--- config.mk ---
export PLATFORM = sky130hd
export DESIGN_NAME = predictor_epoch_ctrl_flat
export DESIGN_NICKNAME = d
export VERILOG_FILES = /design/src/rtl/predictor_pkg.sv /design/src/rtl/predictor_epoch_ctrl_if.sv /design/src/rtl/predictor_epoch_ctrl_epoch_counter.sv /design/src/rtl/predictor_epoch_ctrl.sv /design/src/flat_wrapper.sv
export SDC_FILE = /design/constraint.sdc
export NUM_CORES = 1
export LEC_CHECK = 0
export BUFFER_PORTS_ARGS = -buffer_cell sky130_fd_sc_hd__buf_4
export CORE_MARGIN = 2
export CORE_UTILIZATION = 42
export CTS_CLUSTER_DIAMETER = 60
export DETAILED_ROUTE_END_ITERATION = 10
export HOLD_SLACK_MARGIN = 0.05
export PLACE_DENSITY = 0.58
export SYNTH_ARGS = -nofsm -noshare
export SYNTH_HDL_FRONTEND = slang
export SYNTH_HIERARCHICAL = 1
export SYNTH_SLANG_ARGS = --single-unit
--- constraint.sdc ---
create_clock -name clk -period 4.2 [get_ports clk]
set_input_delay 0.42 -clock clk [delete_from_list [all_inputs] [get_ports clk]]
set_output_delay 0.42 -clock clk [all_outputs]
set_load 0.05 [all_outputs]
--- src/rtl/predictor_pkg.sv ---
// -----------------------------------------------------------------------------
// predictor_pkg
// Shared definitions for the branch-predictor epoch controller: the default
// counter width and the controller FSM state encoding.
// No ports (package).
// -----------------------------------------------------------------------------
package predictor_pkg;

  localparam int CNT_W_DEF = 16;

  typedef enum logic [1:0] {
    ST_IDLE  = 2'd0,
    ST_RUN   = 2'd1,
    ST_FLUSH = 2'd2
  } state_e;

endpackage : predictor_pkg

--- src/rtl/predictor_epoch_ctrl_if.sv ---
// -----------------------------------------------------------------------------
// predictor_epoch_ctrl_if
// Report channel of the epoch controller: a valid/ready snapshot carrying the
// branch count, miss count and a flag marking stop-triggered (partial) reports.
//   valid   : snapshot available                    (master -> slave)
//   ready   : consumer accepts when valid && ready  (slave  -> master)
//   br      : branches in reported epoch            (master -> slave)
//   miss    : misses in reported epoch              (master -> slave)
//   partial : report produced by stop               (master -> slave)
// -----------------------------------------------------------------------------
interface predictor_epoch_ctrl_if
  import predictor_pkg::*;
#(
  parameter int CNT_W = CNT_W_DEF
);

  logic             valid;
  logic             ready;
  logic [CNT_W-1:0] br;
  logic [CNT_W-1:0] miss;
  logic             partial;

  modport master (
    output valid,
    output br,
    output miss,
    output partial,
    input  ready
  );

  modport slave (
    input  valid,
    input  br,
    input  miss,
    input  partial,
    output ready
  );

endinterface : predictor_epoch_ctrl_if

--- src/rtl/predictor_epoch_ctrl_epoch_counter.sv ---
// -----------------------------------------------------------------------------
// epoch_counter
// Saturating branch/miss counter pair with synchronous clear and enable.
//   clk, reset : clock, synchronous active-high reset
//   clr        : zero both counters next cycle (wins over en)
//   en         : count one branch this cycle
//   miss       : the counted branch was mispredicted
//   br_nxt     : branch count including this cycle's branch
//   miss_nxt   : miss count including this cycle's branch
// The *_nxt outputs let the parent snapshot a completing branch in the same
// cycle it is counted.
// -----------------------------------------------------------------------------
module epoch_counter #(
  parameter int CNT_W = 16
) (
  input  logic             clk,
  input  logic             reset,
  input  logic             clr,
  input  logic             en,
  input  logic             miss,
  output logic [CNT_W-1:0] br_nxt,
  output logic [CNT_W-1:0] miss_nxt
);

  localparam logic [CNT_W-1:0] CNT_MAX = {CNT_W{1'b1}};

  logic [CNT_W-1:0] br_cnt_q,   br_cnt_d;
  logic [CNT_W-1:0] miss_cnt_q, miss_cnt_d;

  always_comb begin
    br_nxt   = br_cnt_q;
    miss_nxt = miss_cnt_q;
    if (en && (br_cnt_q != CNT_MAX)) begin
      br_nxt = br_cnt_q + CNT_W'(1);
    end
    if (en && miss && (miss_cnt_q != CNT_MAX)) begin
      miss_nxt = miss_cnt_q + CNT_W'(1);
    end
    br_cnt_d   = clr ? '0 : br_nxt;
    miss_cnt_d = clr ? '0 : miss_nxt;
  end

  // NOTE: state flops use non-blocking assignments so every flop samples the
  // pre-edge values of its peers, independent of statement order.
  always_ff @(posedge clk) begin
    if (reset) begin
      br_cnt_q   <= '0;
      miss_cnt_q <= '0;
    end else begin
      br_cnt_q   <= br_cnt_d;
      miss_cnt_q <= miss_cnt_d;
    end
  end

endmodule : epoch_counter

--- src/rtl/predictor_epoch_ctrl.sv ---
// -----------------------------------------------------------------------------
// predictor_epoch_ctrl
// Measures branch prediction quality in fixed-length epochs and reports a
// branch/miss snapshot per epoch; requests retraining when an epoch's misses
// exceed a threshold.
//   clk, reset   : clock, synchronous active-high reset
//   start, stop  : single-cycle pulses to begin / end measurement
//   br_valid     : one resolved branch this cycle
//   br_success   : prediction was correct (qualified by br_valid)
//   epoch_len    : branches per epoch, latched on start and at each boundary
//   miss_thresh  : miss count above which retrain is pulsed
//   rpt          : report channel (master side)
//   retrain      : one-cycle retraining request
//   overrun      : sticky, an unaccepted report was overwritten
//   busy         : controller not idle
// -----------------------------------------------------------------------------
module predictor_epoch_ctrl
  import predictor_pkg::*;
#(
  parameter int CNT_W = CNT_W_DEF
) (
  input  logic                  clk,
  input  logic                  reset,
  input  logic                  start,
  input  logic                  stop,
  input  logic                  br_valid,
  input  logic                  br_success,
  input  logic [CNT_W-1:0]      epoch_len,
  input  logic [CNT_W-1:0]      miss_thresh,
  predictor_epoch_ctrl_if.master rpt,
  output logic                  retrain,
  output logic                  overrun,
  output logic                  busy
);

  state_e           state_q,       state_d;
  logic [CNT_W-1:0] len_q,         len_d;
  logic             rpt_valid_q,   rpt_valid_d;
  logic [CNT_W-1:0] rpt_br_q,      rpt_br_d;
  logic [CNT_W-1:0] rpt_miss_q,    rpt_miss_d;
  logic             rpt_partial_q, rpt_partial_d;
  logic             retrain_q,     retrain_d;
  logic             overrun_q,     overrun_d;
  // A stop that coincides with an epoch completion owes a zero partial report
  // once the full report has been loaded.
  logic             pend_q,        pend_d;

  logic             cnt_clr;
  logic             cnt_en;
  logic [CNT_W-1:0] br_nxt;
  logic [CNT_W-1:0] miss_nxt;
  logic             accept;
  logic             done;
  logic             load;
  logic [CNT_W-1:0] load_br;
  logic [CNT_W-1:0] load_miss;
  logic             load_partial;

  epoch_counter #(.CNT_W(CNT_W)) u_cnt (
    .clk      (clk),
    .reset    (reset),
    .clr      (cnt_clr),
    .en       (cnt_en),
    .miss     (~br_success),
    .br_nxt   (br_nxt),
    .miss_nxt (miss_nxt)
  );

  assign accept = rpt_valid_q && rpt.ready;

  // NOTE: every signal written here gets a default first, so no path leaves
  // one unassigned and no latch is inferred.
  always_comb begin
    state_d       = state_q;
    len_d         = len_q;
    rpt_valid_d   = rpt_valid_q;
    rpt_br_d      = rpt_br_q;
    rpt_miss_d    = rpt_miss_q;
    rpt_partial_d = rpt_partial_q;
    retrain_d     = 1'b0;
    overrun_d     = overrun_q;
    pend_d        = pend_q;
    cnt_clr       = 1'b0;
    cnt_en        = 1'b0;
    done          = 1'b0;
    load          = 1'b0;
    load_br       = '0;
    load_miss     = '0;
    load_partial  = 1'b0;

    unique case (state_q)
      ST_IDLE: begin
        if (start) begin
          state_d   = ST_RUN;
          len_d     = epoch_len;
          overrun_d = 1'b0;
          cnt_clr   = 1'b1;
        end
      end

      ST_RUN: begin
        cnt_en = br_valid;
        // A latched length of zero never completes.
        done   = br_valid && (len_q != '0) && (br_nxt == len_q);
        if (done) begin
          load      = 1'b1;
          load_br   = br_nxt;
          load_miss = miss_nxt;
          retrain_d = (miss_nxt > miss_thresh);
          len_d     = epoch_len;
          cnt_clr   = 1'b1;
        end
        if (stop) begin
          state_d = ST_FLUSH;
          cnt_clr = 1'b1;
          if (done) begin
            pend_d = 1'b1;
          end else begin
            load         = 1'b1;
            load_br      = br_nxt;
            load_miss    = miss_nxt;
            load_partial = 1'b1;
          end
        end
      end

      ST_FLUSH: begin
        if (pend_q) begin
          // Counters were cleared at the completing branch: partial is empty.
          pend_d       = 1'b0;
          load         = 1'b1;
          load_partial = 1'b1;
        end else if (accept) begin
          state_d = ST_IDLE;
        end
      end

      default: state_d = ST_IDLE;
    endcase

    // A new snapshot wins over an accept in the same cycle; it only counts as
    // an overrun when the old one is still unconsumed.
    if (load) begin
      rpt_valid_d   = 1'b1;
      rpt_br_d      = load_br;
      rpt_miss_d    = load_miss;
      rpt_partial_d = load_partial;
      if (rpt_valid_q && !accept) begin
        overrun_d = 1'b1;
      end
    end else if (accept) begin
      rpt_valid_d = 1'b0;
    end
  end

  // NOTE: the snapshot registers are reset too, so a pending report is
  // discarded and the outputs read zero straight after reset.
  always_ff @(posedge clk) begin
    if (reset) begin
      state_q       <= ST_IDLE;
      len_q         <= '0;
      rpt_valid_q   <= 1'b0;
      rpt_br_q      <= '0;
      rpt_miss_q    <= '0;
      rpt_partial_q <= 1'b0;
      retrain_q     <= 1'b0;
      overrun_q     <= 1'b0;
      pend_q        <= 1'b0;
    end else begin
      state_q       <= state_d;
      len_q         <= len_d;
      rpt_valid_q   <= rpt_valid_d;
      rpt_br_q      <= rpt_br_d;
      rpt_miss_q    <= rpt_miss_d;
      rpt_partial_q <= rpt_partial_d;
      retrain_q     <= retrain_d;
      overrun_q     <= overrun_d;
      pend_q        <= pend_d;
    end
  end

  assign rpt.valid   = rpt_valid_q;
  assign rpt.br      = rpt_br_q;
  assign rpt.miss    = rpt_miss_q;
  assign rpt.partial = rpt_partial_q;
  assign retrain     = retrain_q;
  assign overrun     = overrun_q;
  assign busy        = (state_q != ST_IDLE);

endmodule : predictor_epoch_ctrl

--- src/flat_wrapper.sv ---
// flat-port wrapper written by rule: the top's interface ports become plain ports
module predictor_epoch_ctrl_flat import predictor_pkg::*;
#(
  parameter int CNT_W = CNT_W_DEF
)
  (clk, reset, start, stop, br_valid, br_success, epoch_len, miss_thresh, retrain, overrun, busy, rpt_valid, rpt_br, rpt_miss, rpt_partial, rpt_ready);
  predictor_epoch_ctrl_if #(.CNT_W(CNT_W)) rpt_i ();
  input  logic clk;
  input  logic reset;
  input  logic start;
  input  logic stop;
  input  logic br_valid;
  input  logic br_success;
  input  logic [CNT_W-1:0] epoch_len;
  input  logic [CNT_W-1:0] miss_thresh;
  output logic retrain;
  output logic overrun;
  output logic busy;
  output wire logic [$bits(rpt_i.valid)-1:0] rpt_valid;
  output wire logic [$bits(rpt_i.br)-1:0] rpt_br;
  output wire logic [$bits(rpt_i.miss)-1:0] rpt_miss;
  output wire logic [$bits(rpt_i.partial)-1:0] rpt_partial;
  input wire logic [$bits(rpt_i.ready)-1:0] rpt_ready;
  assign rpt_valid = rpt_i.valid;
  assign rpt_br = rpt_i.br;
  assign rpt_miss = rpt_i.miss;
  assign rpt_partial = rpt_i.partial;
  assign rpt_i.ready = rpt_ready;
  predictor_epoch_ctrl #(.CNT_W(CNT_W)) u_core (.clk(clk), .reset(reset), .start(start), .stop(stop), .br_valid(br_valid), .br_success(br_success), .epoch_len(epoch_len), .miss_thresh(miss_thresh), .rpt(rpt_i), .retrain(retrain), .overrun(overrun), .busy(busy));
endmodule
==> results of run 1 <==
==> worst max-delay path by stage <==
| stage | startpoint | end | depth (start not counted) |
|---|---|---|---|
| final | u_core/u_cnt/br_cnt_q[0] | u_core/u_cnt/br_cnt_q[2] | 14 |
| after global routing | u_core/state_q[1] | u_core/u_cnt/miss_cnt_q[12] | 17 |
| after CTS | u_core/u_cnt/br_cnt_q[0] | u_core/u_cnt/br_cnt_q[14] | 14 |
| after detailed placement | u_core/u_cnt/br_cnt_q[0] | u_core/u_cnt/br_cnt_q[10] | 14 |
| after global placement | u_core/u_cnt/br_cnt_q[0] | u_core/u_cnt/miss_cnt_q[5] | 14 |
| after floorplan | u_core/state_q[1] | u_core/u_cnt/br_cnt_q[13] | 18 |
==> placed cells by master (no fill, tap or decap), drive strengths merged, types with 9 or more instances in the layout <==
cell / netlist / routed
buf: 11 / 89
dfxtp: 87 / 87
nand2: 45 / 45
a22o: 33 / 33
nor2: 31 / 31
inv: 25 / 25
mux2i: 23 / 23
a21oi: 22 / 22
ha: 22 / 22
xor2: 21 / 21
or3: 20 / 20
o21ai: 17 / 17
nand4: 16 / 16
nor4: 14 / 14
nand3: 13 / 13
clkbuf: 7 / 11
xnor2: 9 / 9
and2: 9 / 9
nor3: 9 / 9
==> state kept, by name (all words and copies together) (netlist names) <==
register and cells:
u_core/len_q 16, u_core/overrun 1, u_core/pend_q 1, u_core/retrain 1, u_core/rpt.br 16, u_core/rpt.miss 16
u_core/rpt.partial 1, u_core/rpt.valid 1, u_core/state_q 2, u_core/u_cnt/br_cnt_q 16, u_core/u_cnt/miss_cnt_q 16
==> kinds of logic after synthesis <==
group | Yosys count | share of synthesized area [%]
adder cells (fa/ha/maj) | 22 | 6.021
AND/OR/NAND/NOR | 181 | 22.06
flip-flops | 87 | 38.10
buffers and inverters | 43 | 5.063
multiplexers | 24 | 5.282
AO/OA/AOI/OAI | 108 | 17.73
XOR/XNOR | 30 | 5.747
==> power breakdown <==
part           switching [mW]  internal (mW)  total, mW
registers              0.0457          0.874      0.919
clock network           0.309          0.276      0.584
logic                   0.384          0.276      0.660
==> per-layer routing <==
metal | up-vias | GRT usage (%)
li1 | 1979 | -
met2 | 106 | 33.74
met4 | 0 | 8.700
met5 | - | 0
met3 | 21 | 3.195
met1 | 1828 | 25.38
==> layout make-up <==
cell class	instances	area, sq um	area share, %
inverters	25	93.84	1.715
clock buffers	11	131.4	2.402
flip-flops and latches	87	1742	31.84
well taps	140	175.2	3.202
clock inverters	5	58.81	1.075
multi-input cells	365	2601	47.55
repair buffers	89	668.1	12.21
==> metrics by stage <==
step / instance area [sq um] / power, mW / hold WS, ns / util, %
2_1_floorplan: 4572 / 1.426 / 0.4679 / -
3_3_place_gp: 5270 / 1.585 / 0.4628 / 49.05
3_5_place_dp: 5270 / 1.592 / 0.4669 / 49.05
4_1_cts: 5460 / 2.177 / 0.2797 / 50.82
5_1_grt: 5470 / 2.294 / 0.2903 / 50.91
6_report: 5470 / 2.164 / 0.2908 / 50.91
==> critical path, stage by stage (launching register included) <==
cell and delay (ns):
dfxtp_1 0.39, ha_1 0.24, nand4_2 0.22, nor4_1 0.61, o21ai_0 0.23, nand2_1 0.17
xor2_1 0.28, nor4_2 0.08, nand2_1 0.10, or3_4 0.17, nand2_1 0.06, a22o_1 0.23
or2_2 0.46, or4_1 0.44, o21ai_0 0.08
==> timing repair <==
action | in CTS | in global routing
setup endpoints to repair | 0 | 25
hold endpoints to repair | 0 | 0
gates resized for setup | 0 | 1
buffers inserted | 0 | 1
==> out/results.tsv, run 1 <==
metric	value	unit
Hold Fails Final Rpt	0	
flops & latches, synth	87	
CTS Buf Count	9	
final WL	11.56	mm
global route overflow	0	
Ys Warns	6	
Synth Cell Area	0.004572	sq mm
CTS clk-pin slew, worst paths	0.09	ns
final setup fails	0	
Sink Count	87	
Core Area	0.01075	sq mm
final setup TNS	0	ns
arrival time worst endpoint	4.13	ns
cells on worst reg2reg path	14	
Initial Util	42.55	%
Syn Area/Cell	9.236	sq um
worst hold path stage count	3	
routability congestion estimate	0.8661	
die area	0.01174	sq mm
highest metal layer with signal wires	met4	
worst setup path class	reg -> reg	
chip width	108.3	um
register area share after synthesis	38.10	%
post-DR wirelength/cell	16.01	um
Hold Crit Class	in -> reg	
# IOs	76	
total number of vias	3934	
n_diodes	0	
top fanout value on the critical path	13	
Slew @ Worst Pin	0.6949	ns
DR pass1 iterations	4	
Final ANT Viol Nets	0	
clk root buf	clkbuf_8	
Pwr per Cell Area	395.6	mW/mm^2
worst setup margin	0.3634	ns
share of layout cells above drive strength 1	21.48	%
initial antenna violation count	0	
dpl cells	705	
largest net degree at the start of global routing	35	
Slew headroom	53.62	%
port bufs	75	
max-cap viol count	0	
Mapped Cells	495	
first-pass GRT wire length	18.28	mm
clk buf depth	2	
met1 WL	5.161	mm
synth top area cells	dfxtp_1 38%, a22o_1 6.3%, ha_1 6.0%, mux2i_1 5.0%, xor2_1 4.0%	
Worst R2R Start	u_core/u_cnt/br_cnt_q[0]	
Clock Skew	0.01321	ns
DRC	0	
Die Y-Extent	108.3	um
Req. time, crit path	4.50	ns
routed vias/inst	5.449	
Synth top area share	38.10	%
fin crit period	3.837	ns
Peak VDD IR	0.2137	mV
H-tree depth	3	
max-slew violation count	0	
Post-synth EDFFs	0	
WHS Endpoint	u_core/len_q[6]	
row cnt	38	
met3 wire len	554	um
initial DRC count	193	
hpwl dp	8.726	mm
gr usage total	20.05	%
final worst path period share	91.35	%
worst skew pair latency	0.36	ns
Netlist cell types	61	
Final #Nets	638	
R2R Setup Slk	0.36	ns
vias in the first global route	3637	
Area Growth Syn to Fin	19.65	%
ys async rst share	0	%
Leak Pwr	2.444	nW
# fillers	1035	
cell taking the most area after synthesis	dfxtp_1	
r2r endpoint	u_core/u_cnt/br_cnt_q[2]	
ys flop type	dfxtp_1	
CTS tree	yes	
top-count cell post-synth	dfxtp_1	
CP Capture Type	flop	
RSZ-0062 raised after global routing	no	
Fmax	260.6	MHz
Hold Buf Count CTS	0	
worst slack at placement	0.07363	ns
WL met2	5.572	mm
most frequent cells after synthesis	87 x dfxtp_1, 44 x nand2_1, 33 x a22o_1, 31 x nor2_1, 25 x inv_1	
startpoint types	flop	
syn nets	556	
hold_sp	epoch_len[6]	
status	completed	
Post-Layout Cell Count	722	
No activity file was read; power rests on OpenSTA's default activity.
==> run 2, diff against run 1 <==
Settings changed: CORE_ASPECT_RATIO from default to 0.6, SLEW_MARGIN from default to 25.
==> run 2 against run 1 <==
First-iteration DRC count is 73% higher. Combinational power is 3.0% higher. Register-to-register slack worse by 0.15 ns. Clock-buffer cell count is 2 lower. Routed wire length is 8.3% higher. Utilization is 2.0 points higher. Die area is 0.23% higher. Hold slack better by 0.025 ns. Clock skew is 0.0040 ns lower. Largest power group unchanged.
==> out/results.tsv, run 2 (synthesized netlist as in run 1, its figures left out) <==
metric	value	unit	change
Final #Nets	643		was 638
Core Area	0.01060	sq mm	was 0.01075 sq mm
top fanout value on the critical path	14		was 13
CTS clk-pin slew, worst paths	0.06	ns	was 0.09 ns
initial DRC count	334		was 193
worst skew pair latency	0.34	ns	was 0.36 ns
Clock Skew	0.009222	ns	was 0.01321 ns
max-cap viol count	0		unchanged
Final ANT Viol Nets	0		unchanged
routed vias/inst	5.573		was 5.449
Initial Util	43.15	%	was 42.55%
chip width	138.7	um	was 108.3 um
vias in the first global route	3543		was 3637
CTS tree	yes		unchanged
most frequent cells in the layout	93 x buf_4, 87 x dfxtp_1, 44 x nand2_1, 33 x a22o_1, 30 x nor2_1		was 89 x buf_4, 87 x dfxtp_1, 44 x nand2_1, 33 x a22o_1, 30 x nor2_1
commonest non-fill, non-tap cell in the layout	buf_4		unchanged
Hold Fails Final Rpt	0		unchanged
DRC	0		unchanged
Fmax	250.9	MHz	was 260.6 MHz
clk root buf	clkbuf_16		was clkbuf_8
Slew @ Worst Pin	0.6627	ns	was 0.6949 ns
status	completed		unchanged
largest net degree at the start of global routing	35		unchanged
die area	0.01176	sq mm	was 0.01174 sq mm
fin crit period	3.985	ns	was 3.837 ns
final setup TNS	0	ns	unchanged
Leak Pwr	2.515	nW	was 2.444 nW
DR pass1 iterations	6		was 4
hpwl dp	9.643	mm	was 8.726 mm
Pwr per Cell Area	418.1	mW/mm^2	was 395.6 mW/mm^2
post-DR wirelength/cell	17.24	um	was 16.01 um
Reg area	0.001742	sq mm	unchanged
initial antenna violation count	0		unchanged
Area Growth Syn to Fin	22.52	%	was 19.65%
final WL	12.51	mm	was 11.56 mm
port bufs	75		unchanged
Slew headroom	55.77	%	was 53.62%
row cnt	29		was 38
gr usage total	21.31	%	was 20.05%
first-pass GRT wire length	19.75	mm	was 18.28 mm
Peak VDD IR	0.2741	mV	was 0.2137 mV
clk buf depth	2		unchanged
Req. time, crit path	4.41	ns	was 4.50 ns
max-slew violation count	0		unchanged
final worst path period share	94.89	%	was 91.35%
final setup fails	0		unchanged
CP Capture Type	flop		unchanged
share of layout cells above drive strength 1	22.49	%	was 21.48%
Post-Layout Cell Count	726		was 722
# fillers	1011		was 1035
Hold Buf Count CTS	0		unchanged
total number of vias	4046		was 3934
routability congestion estimate	0.8633		was 0.8661
# IOs	76		unchanged
worst setup path class	reg -> reg		unchanged
CTS Buf Count	9		unchanged
Sink Count	87		unchanged
n_diodes	0		unchanged
arrival time worst endpoint	4.20	ns	was 4.13 ns
RSZ-0062 raised after global routing	no		unchanged
setup bufs post-CTS	0		unchanged
dpl cells	710		was 705
Die Y-Extent	84.82	um	was 108.3 um
H-tree depth	3		unchanged
Multi-input gate area	0.002601	sq mm	unchanged
Hold Crit Class	in -> reg		unchanged
startpoint types	flop		unchanged
global route overflow	0		unchanged
Resize count post-CTS	0		unchanged
-- run 2: cell count changes in the layout (fill, tap and decap cells not counted), moves of 2 or more --
cell       delta
clkinv_2      +2
clkbuf_8      -9
clkbuf_1      -2
clkbuf_16     +9
buf_4         +4
-- run 2: metal layers --
layer / GRT usage [%] / share of wire, %
met1: 35.91 / 58
met4: 4.132 / 0.87
met2: 26.28 / 35
met3: 5.192 / 6.1
met5: 0 / 0
-- run 2: final timing paths --
path / from / end / slack (ns) / cells past startpoint
worst min register to register: u_core/rpt.miss[13] / u_core/rpt.miss[13] / 0.48 / 1
worst max-delay path: u_core/u_cnt/br_cnt_q[0] / u_core/u_cnt/br_cnt_q[11] / 0.21 / 13
worst min-delay path: epoch_len[1] / u_core/len_q[1] / 0.32 / 3
worst max register to register: u_core/u_cnt/br_cnt_q[0] / u_core/u_cnt/br_cnt_q[11] / 0.21 / 13
-- run 2: report_power, final --
group          internal [mW]  switching (mW)  total [mW]
sequential             0.875          0.0510       0.926
clock                  0.400           0.336       0.736
combinational          0.282           0.399       0.680
-- run 2: per-stage QoR --
| step | hold slack, ns | total power [mW] | area (sq um) | worst slack (ns) | utilization, % |
|---|---|---|---|---|---|
| detailed placement | 0.4652 | 1.616 | 5329 | 0.2800 | 50.30 |
| finish | 0.3154 | 2.342 | 5602 | 0.2146 | 52.87 |
| CTS | 0.3092 | 2.358 | 5602 | 0.2530 | 52.87 |
| global route | 0.3182 | 2.470 | 5602 | 0.01226 | 52.87 |
| global placement | 0.4639 | 1.606 | 5326 | 0.2645 | 50.27 |
| floorplan | 0.4679 | 1.426 | 4572 | 0.4117 | - |
-- run 2: worst max-delay path: stages (launching register included) --
cell	delay [ns]
dfxtp_1	0.39
ha_1	0.24
nand4_2	0.26
o41ai_4	0.65
mux2_2	0.47
xor2_1	0.18
nor4_2	0.29
nand2_1	0.10
or3_4	0.38
nand2_1	0.08
a22o_1	0.18
or2_2	0.38
nor4_1	0.08
o21bai_1	0.18
-- run 2: layout make-up --
| class | count | share of cell area [%] |
|---|---|---|
| clock buffer | 9 | 4.021 |
| clock inverter | 7 | 0.8488 |
| inverter | 25 | 1.675 |
| multi-input combinational | 365 | 46.44 |
| sequential | 87 | 31.09 |
| tap | 139 | 3.105 |
| timing repair buffer | 94 | 12.82 |
==> run 3, diff against run 2 <==
Settings changed: GPL_TIMING_DRIVEN from default to 0.
==> run 3 against run 2 <==
Via count down 0.44%. Power up 5.2%. Worst setup slack gained 0.043 ns. Hold slack got worse by 0.0011 ns. Routed wire length grew 1.6%. Sequential share of layout area down 0.70 points. Largest power group unchanged.
==> out/results.tsv, run 3 (synthesized netlist as in run 1, its figures left out) <==
metric	value	unit	change
final core occ	54.09	%	was 52.87%
die area	0.01176	sq mm	unchanged
worst setup path class	reg -> reg		unchanged
cells on worst reg2reg path	15		was 13
clk buf depth	2		unchanged
Slew headroom	58.30	%	was 55.77%
top fanout value on the critical path	10		was 14
largest net degree at the start of global routing	15		was 35
final worst path period share	93.86	%	was 94.89%
routed vias/inst	5.533		was 5.573
# IOs	76		unchanged
routability congestion estimate	0.8728		was 0.8633
final setup fails	0		unchanged
commonest non-fill, non-tap cell in the layout	dfxtp_1		was buf_4
n_diodes	0		unchanged
final WL	12.71	mm	was 12.51 mm
Core Area	0.01060	sq mm	unchanged
dpl cell area	0.005309	sq mm	was 0.005329 sq mm
fin crit period	3.942	ns	was 3.985 ns
initial DRC count	270		was 334
Hold Fails Final Rpt	0		unchanged
gr usage total	21.82	%	was 21.31%
Final ANT Viol Nets	0		unchanged
Slew @ Worst Pin	0.6203	ns	was 0.6627 ns
RSZ-0062 raised after global routing	no		unchanged
max-cap viol count	0		unchanged
DRC	0		unchanged
hold_sp	epoch_len[4]		was epoch_len[1]
Worst R2R Start	u_core/u_cnt/br_cnt_q[0]		unchanged
Pwr per Cell Area	430.1	mW/mm^2	was 418.1 mW/mm^2
row cnt	29		unchanged
Die Y-Extent	84.82	um	unchanged
startpoint types	flop		unchanged
Req. time, crit path	4.41	ns	about the same
chip width	138.7	um	unchanged
CTS clk-pin slew, worst paths	0.06	ns	about the same
WHS Endpoint	u_core/len_q[4]		was u_core/len_q[1]
max-slew violation count	0		unchanged
worst skew pair latency	0.34	ns	about the same
vias in the first global route	3638		was 3543
CTS Buf Count	9		unchanged
R2R Setup Slk	0.26	ns	was 0.21 ns
first-pass GRT wire length	20.12	mm	was 19.75 mm
total number of vias	4028		was 4046
Fmax	253.7	MHz	was 250.9 MHz
most frequent cells in the layout	87 x dfxtp_1, 79 x buf_4, 43 x nand2_1, 32 x a22o_1, 30 x nor2_1		was 93 x buf_4, 87 x dfxtp_1, 44 x nand2_1, 33 x a22o_1, 30 x nor2_1
Peak VDD IR	0.2571	mV	was 0.2741 mV
status	completed		unchanged
design area	0.005731	sq mm	was 0.005602 sq mm
Sink Count	87		unchanged
port bufs	75		unchanged
share of layout cells above drive strength 1	23.77	%	was 22.49%
DR pass1 iterations	4		was 6
worst hold path stage count	3		unchanged
arrival time worst endpoint	4.16	ns	was 4.20 ns
Initial Util	43.15	%	unchanged
Leak Pwr	2.559	nW	was 2.515 nW
clk root buf	clkbuf_16		unchanged
Hold Crit Class	in -> reg		unchanged
post-DR wirelength/cell	17.46	um	was 17.24 um
Clock Skew	0.008863	ns	was 0.009222 ns
CTS tree	yes		unchanged
hpwl dp	9.954	mm	was 9.643 mm
H-tree depth	3		unchanged
global route overflow	0		unchanged
CP Capture Type	flop		unchanged
Final #Nets	645		was 643
r2r endpoint	u_core/u_cnt/miss_cnt_q[13]		was u_core/u_cnt/br_cnt_q[11]
initial antenna violation count	0		unchanged
Area Growth Syn to Fin	25.34	%	was 22.52%
[run 3: repair_timing]
action | in CTS | in global routing
hold buffers | 0 | 0
pin swaps | 2 | 4
setup buffers | 1 | 2
endpoints found under the hold margin | 0 | 0
endpoints found under the setup margin | 32 | 37
gates resized for setup | 11 | 13
gates cloned | 0 | 0
[run 3: stage by stage]
step | worst slack [ns] | hold slack [ns] | cells | TNS, ns | power [mW]
finish | 0.2579 | 0.3143 | 728 | 0 | 2.465
global route | 0.0003748 | 0.3181 | 728 | 0 | 2.598
CTS | 0.02701 | 0.3085 | 726 | 0 | 2.437
detailed placement | -0.9906 | 0.4670 | 709 | -17.29 | 1.615
global placement | -0.8861 | 0.4644 | 709 | -15.00 | 1.602
floorplan | 0.4117 | 0.4679 | 495 | 0 | 1.426
[run 3: per-layer routing]
layer | vias up | track usage, % | routed length, um
li1 | 2005 | - | -
met5 | - | 0 | 0
met3 | 12 | 5.756 | 863
met1 | 1883 | 36.05 | 7073
met4 | 0 | 4.408 | 103
met2 | 128 | 27.27 | 4669
[run 3: critical path, stage by stage, from the launching register on]
cell and delay (ns):
dfxtp_1 0.40, ha_1 0.26, nand4_2 0.25, o41ai_4 0.40
buf_4 0.22, mux2_2 0.41, xor2_1 0.18, nor4_2 0.27
nand2_1 0.10, or3_4 0.43, nand2_1 0.11, a22o_4 0.20
or2_2 0.14, buf_4 0.19, buf_6 0.19, a21oi_1 0.06
[run 3: worst max path at each step]
stage,start,to
finish,u_core/u_cnt/br_cnt_q[0],u_core/u_cnt/miss_cnt_q[13]
floorplan,u_core/state_q[1],u_core/u_cnt/br_cnt_q[13]
CTS,u_core/state_q[1],u_core/u_cnt/miss_cnt_q[13]
detailed placement,u_core/state_q[1],u_core/u_cnt/miss_cnt_q[3]
global placement,u_core/state_q[1],u_core/u_cnt/miss_cnt_q[1]
global route,u_core/u_cnt/br_cnt_q[0],u_core/u_cnt/miss_cnt_q[3]
[run 3: layout make-up]
cell class                      instances  area [sq um]
Timing Repair Buffer                   78         585.6
Multi-Input combinational cell        365          2685
Fill cell                            1004          4865
Clock buffer                           11         242.7
Sequential cell                        87          1742
Buffer                                 18         150.1
Inverter                               25         93.84
Tap cell                              139         173.9
Clock inverter                          5         57.56
[run 3: report_power, final]
group | internal (mW) | switching [mW]
clock | 0.476 | 0.334
combinational | 0.307 | 0.421
sequential | 0.875 | 0.0515
total | 1.66 | 0.807
